[config.mk]
export PLATFORM = sky130hd
export DESIGN_NAME = midi_tx
export DESIGN_NICKNAME = d
export VERILOG_FILES = /design/src/rtl/midi_tx.sv
export SDC_FILE = /design/constraint.sdc
export NUM_CORES = 1
export LEC_CHECK = 0
export ABC_CLOCK_PERIOD_IN_PS = 2900
export CAP_MARGIN = 20
export CELL_PAD_IN_SITES_DETAIL_PLACEMENT = 0
export CELL_PAD_IN_SITES_GLOBAL_PLACEMENT = 1
export CORE_AREA = 8 8 94 96
export DETAILED_ROUTE_END_ITERATION = 7
export DIE_AREA = 0 0 102 104
export PLACE_DENSITY_LB_ADDON = 0.1
export SYNTH_ARGS = -nofsm -noshare
export SYNTH_HDL_FRONTEND = slang
export SYNTH_SLANG_ARGS = --single-unit
[constraint.sdc]
create_clock -name clk_50m -period 2.9 [get_ports clk_50m]
set_input_delay 0.58 -clock clk_50m [delete_from_list [all_inputs] [get_ports clk_50m]]
set_output_delay 0.58 -clock clk_50m [all_outputs]
set_load 0.005 [all_outputs]
[src/rtl/midi_tx.sv]
`default_nettype none
// ============================================================================
// Module   : midi_tx
// Purpose  : Serial MIDI transmitter (8N1, LSB first, idle-high line) with a
//            small byte FIFO fed over a valid/ready handshake.
// Ports    : clk_50m  - system clock, rising edge
//            rst_n    - asynchronous active-low reset
//            in_data  - byte to transmit
//            in_valid - in_data valid this cycle
//            in_ready - FIFO can accept a byte this cycle (= !full)
//            tx       - serial MIDI out, idle high (registered)
//            busy     - frame in progress or FIFO non-empty
// Options  : MIDI_TX_RUNNING_STATUS_EN - drop channel-status bytes that repeat
//            the last transmitted status (MIDI running status).
// Revision : 1.0 - initial release
// ============================================================================
module midi_tx #(
    parameter int CLK_HZ = 50_000_000,
    parameter int BAUD   = 31_250,
    parameter int DEPTH  = 4
) (
    input  logic       clk_50m,
    input  logic       rst_n,
    input  logic [7:0] in_data,
    input  logic       in_valid,
    output logic       in_ready,
    output logic       tx,
    output logic       busy
);

    localparam int BIT_TICKS = CLK_HZ / BAUD;
    localparam int TICK_W    = (BIT_TICKS > 1) ? $clog2(BIT_TICKS) : 1;
    localparam int ADDR_W    = (DEPTH > 1) ? $clog2(DEPTH) : 1;

    localparam logic [TICK_W-1:0] TICK_LAST = TICK_W'(BIT_TICKS - 1);
    localparam logic [TICK_W-1:0] TICK_ONE  = TICK_W'(1);
    localparam logic [ADDR_W:0]   PTR_ONE   = (ADDR_W + 1)'(1);

    typedef enum logic [1:0] {
        IDLE  = 2'd0,
        START = 2'd1,
        DATA  = 2'd2,
        STOP  = 2'd3
    } state_t;

    state_t            state;
    logic [TICK_W-1:0] tick_cnt;
    logic [2:0]        bit_idx;
    logic [7:0]        shift;

    // FIFO storage; pointers carry one extra wrap bit to tell full from empty
    logic [7:0]        mem [DEPTH];
    logic [ADDR_W:0]   wr_ptr;
    logic [ADDR_W:0]   rd_ptr;

    logic              empty;
    logic              full;
    logic              push;
    logic              pop;
    logic              skip;
    logic              bit_end;
    logic [7:0]        head;

    assign empty    = (wr_ptr == rd_ptr);
    assign full     = (wr_ptr[ADDR_W] != rd_ptr[ADDR_W]) &&
                      (wr_ptr[ADDR_W-1:0] == rd_ptr[ADDR_W-1:0]);
    assign in_ready = !full;
    assign push     = in_valid && !full;
    assign head     = mem[rd_ptr[ADDR_W-1:0]];
    assign bit_end  = (tick_cnt == TICK_LAST);

    // Bytes leave the FIFO only when the line is free: from IDLE, or on the
    // last tick of a stop bit so back-to-back frames have no idle gap.
    assign pop      = !empty && ((state == IDLE) || ((state == STOP) && bit_end));
    assign busy     = (state != IDLE) || !empty;

`ifdef MIDI_TX_RUNNING_STATUS_EN
    logic [7:0] last_status;
    logic       is_chan_status;

    assign is_chan_status = head[7] && (head[7:4] != 4'hF);
    // last_status only ever holds 0x00 or a channel status, so equality with
    // a channel-status head is the whole running-status test.
    assign skip = is_chan_status && (head == last_status);
`else
    assign skip = 1'b0;
`endif

    always_ff @(posedge clk_50m) begin
        if (push) begin
            mem[wr_ptr[ADDR_W-1:0]] <= in_data;
        end
    end

    always_ff @(posedge clk_50m or negedge rst_n) begin
        if (!rst_n) begin
            wr_ptr <= '0;
        end else if (push) begin
            wr_ptr <= wr_ptr + PTR_ONE;
        end
    end

    always_ff @(posedge clk_50m or negedge rst_n) begin
        if (!rst_n) begin
            state    <= IDLE;
            tick_cnt <= '0;
            bit_idx  <= 3'd0;
            shift    <= 8'h00;
            tx       <= 1'b1;
            rd_ptr   <= '0;
`ifdef MIDI_TX_RUNNING_STATUS_EN
            last_status <= 8'h00;
`endif
        end else begin
            if (pop) begin
                rd_ptr <= rd_ptr + PTR_ONE;
`ifdef MIDI_TX_RUNNING_STATUS_EN
                if (!skip) begin
                    if (head[7:4] == 4'hF) begin
                        // System common/exclusive cancels running status;
                        // real-time bytes leave it untouched.
                        if (!head[3]) begin
                            last_status <= 8'h00;
                        end
                    end else if (head[7]) begin
                        last_status <= head;
                    end
                end
`endif
            end

            if (state == IDLE) begin
                tick_cnt <= '0;
            end else begin
                tick_cnt <= bit_end ? '0 : (tick_cnt + TICK_ONE);
            end

            case (state)
                IDLE: begin
                    tx <= 1'b1;
                    if (pop && !skip) begin
                        shift <= head;
                        tx    <= 1'b0;
                        state <= START;
                    end
                end
                START: begin
                    if (bit_end) begin
                        tx      <= shift[0];
                        bit_idx <= 3'd0;
                        state   <= DATA;
                    end
                end
                DATA: begin
                    if (bit_end) begin
                        if (bit_idx == 3'd7) begin
                            tx    <= 1'b1;
                            state <= STOP;
                        end else begin
                            shift   <= {1'b0, shift[7:1]};
                            tx      <= shift[1];
                            bit_idx <= bit_idx + 3'd1;
                        end
                    end
                end
                STOP: begin
                    if (bit_end) begin
                        if (pop && !skip) begin
                            shift <= head;
                            tx    <= 1'b0;
                            state <= START;
                        end else begin
                            // A suppressed byte returns to IDLE so the next
                            // FIFO entry is evaluated on the following cycle.
                            tx    <= 1'b1;
                            state <= IDLE;
                        end
                    end
                end
                default: begin
                    tx    <= 1'b1;
                    state <= IDLE;
                end
            endcase
        end
    end

endmodule
`default_nettype wire

==> results.txt <==
Status -> finished, final reports clean
Top cells by area, synth -> edfxtp_1, dfrtp_1, ha_1
DP HPWL -> 3740 um
Minimum clock period -> 2.60 ns
Inst Count DP -> 329
H-tree level count -> 3
Switching pwr -> 0.000549 W
Post-route DRC -> 0
Final setup violation count -> 0
Die Ht -> 104 um
Share of layout cells above drive strength 1 -> 0.160
CTS sink cnt -> 63
Cell row count -> 32
I/O Buffers -> 13
First-pass GRT wire length -> 9090 um
CTS-repair resized insts -> 0
Post-synth ARST share -> 0.492
Layout Cells excl Fill -> 345
MaxCap Viol Count -> 0
Predominant post-synthesis flop cell -> edfxtp_1
Cell taking the most area after synthesis -> edfxtp_1
Root Driver -> clkbuf_8
Slew Viols, Final -> 0
CTS tree -> built
Synth unique cells -> 47
Routed vias/inst -> 5.05
Via count -> 1,741
Hold Crit Depth -> 2
Final wirelength -> 5300 um
Drt first pass iters -> 4
Post-DRT Antenna Nets -> 0
Peak Freq -> 384 MHz
Crit path launch -> rd_ptr[1]
Initial Util -> 0.399
Worst Reg-to-Reg Cells -> 5
Final Skew -> 0.00953 ns
Initial antenna violation count -> 0
Crit Path Category -> register to primary output
Post-synth EDFFs -> 32
RePlAce Congestion -> 0.690
Core Area -> 7450 um2
Routed WL per cell -> 15.4 um
Worst Path Max Fanout -> 11
Final period util -> 0.898
Number of synthesis warnings -> 0
Net count after synthesis -> 244
Critical path launch point type -> register
GRT Util Overall -> 0.110
Leak pwr -> 1.35 nW
HP Class -> register to register
Worst slew pin tran -> 0.666 ns
Synth Instances -> 219
Synth Cell Area -> 2970 um2
Sw frac -> 0.270
Commonest cells in the netlist -> edfxtp_1, dfrtp_1, nand2_1
# Post-CTS Setup Buffers -> 0
Number of global-route vias before repair -> 1,921
RSZ-0062 raised after global routing -> no
Area delta synth->final -> 13.5%
Relative slew slack -> 0.556
Fin. Hold Viols -> 0
Peak supply drop -> 0.303 mV
Largest net degree at the start of global routing -> 32
Internal power -> 0.00149 W
Crit end category -> primary output
Total CTS buffers -> 9
HP Start -> tx
WP data arrival -> 2.02 ns
Die X-Extent -> 102 um
Io pins -> 14
TNS Setup -> 0 ns
Flop pwr share -> 0.543
Post-CTS Hold Buffers -> 0
Post-Syn Area per Cell -> 13.6 um2
Clock share of power -> 0.335
Most frequent cell after synthesis -> edfxtp_1
PwrDens -> 604 nW/um2
Clock buffer depth -> 2
Fin nets -> 263
DR iter-0 viols -> 49
Sequential area share after synthesis -> 0.585
R2R Path Start -> tick_cnt[0]
# diodes -> 0
Grt total ovfl -> 0
Combinational share of power -> 0.122
Share of the synthesized area in the top cell type -> 0.324
Req. time, crit path -> 2.32 ns
Clk Latency, worst-skew pair -> 0.33 ns
Clk slew on worst S/H paths -> 0.07 ns
Die area -> 10,600 um2
Synthesis-stage register bit count -> 63
worst max-delay path: stages (launching register included):
cell and delay [ns]:
dfrtp_1 0.62, xnor2_1 0.17, and3b_2 0.25, nand2_1 0.13
clkdlybuf4s50_1 0.52
routing by layer:
layer / GRT usage / part of all wire
met3: 0.0388 / 0.043
met2: 0.171 / 0.47
met4: 0.0441 / 0.014
met5: 0 / 0
met1: 0.136 / 0.48
flip-flops by register name, indices dropped and copies added (netlist names):
name      cells
mem          32
state         2
wr_ptr        3
rd_ptr        3
tick_cnt     11
tx            1
bit_idx       3
shift         8
power by group through the flow:
| stage | Clock (W) | Sequential (W) | Combinational, W |
|---|---|---|---|
| 2_1_floorplan | 0 | 0.00111 | 0.000159 |
| 3_3_place_gp | 0 | 0.00112 | 0.000240 |
| 3_5_place_dp | 0 | 0.00113 | 0.000254 |
| 4_1_cts | 0.000711 | 0.00111 | 0.000256 |
| 5_1_grt | 0.000749 | 0.00111 | 0.000286 |
| 6_report | 0.000683 | 0.00111 | 0.000248 |
placed cells by master (no fill, tap or decap), types with 2 or more instances in the layout:
cell type        Yosys  routed
mux4_2               4       4
and3_2               2       2
nand3_1              5       5
inv_1                9       9
a21oi_1              5       5
nand2_1             18      18
or2_0                5       5
clkbuf_8             1       9
nand4_1              3       3
mux4_1               4       4
buf_4                1       2
a22o_1               4       4
ha_1                14      14
nand2b_1             2       2
edfxtp_1            32      32
dfrtp_1             30      30
clkinvlp_4           0       2
o21ai_0             10      10
a22oi_1              2       2
clkinv_4             0       2
clkdlybuf4s50_1      0      13
xor2_1               9       9
mux2_2               2       2
and3_1               5       5
o221a_2              5       5
nor2_1              15      15
xnor2_1              5       5
a21o_1               3       3
through the flow:
step	util	hold WS, ns	power [W]	cell area (um2)	worst slack (ns)
finish	0.452	0.480	0.00204	3370	0.295
global route	0.452	0.504	0.00215	3370	0.165
CTS	0.452	0.489	0.00207	3370	0.252
detailed placement	0.428	0.478	0.00138	3190	0.630
global placement	0.428	0.465	0.00136	3190	0.697
floorplan	-	0.284	0.00126	2970	0.896
worst paths after layout:
kind,end,slack [ns]
setup / recovery,busy,0.30
setup reg to reg,rd_ptr[1],0.67
min in group asynchronous,tick_cnt[10],0.64
hold / removal,tx,0.48
hold reg to reg,tx,0.48
max in group asynchronous,tx,1.94
final cells by class:
| cell class | count | area (um2) |
|---|---|---|
| fill | 714 | 4080 |
| tap | 102 | 128 |
| clock inverter | 7 | 57.6 |
| timing repair buffer | 15 | 145 |
| inverter | 9 | 33.8 |
| clock buffer | 9 | 124 |
| multi-input combinational | 140 | 1140 |
| sequential | 63 | 1740 |
cell families (layout without fill, tap and decap cells):
kind of cell | count (synthesis) | after routing | synth area share
buffers and inverters | 16 | 40 | 0.0295
muxes | 12 | 12 | 0.0818
and+or+nand+nor | 67 | 67 | 0.123
xor gates and xnor gates | 14 | 14 | 0.0413
adders and majority gates | 14 | 14 | 0.0590
DFF | 63 | 63 | 0.585
AOI/OAI and AO/OA | 33 | 33 | 0.0805
(Power assumes the default switching activity.)
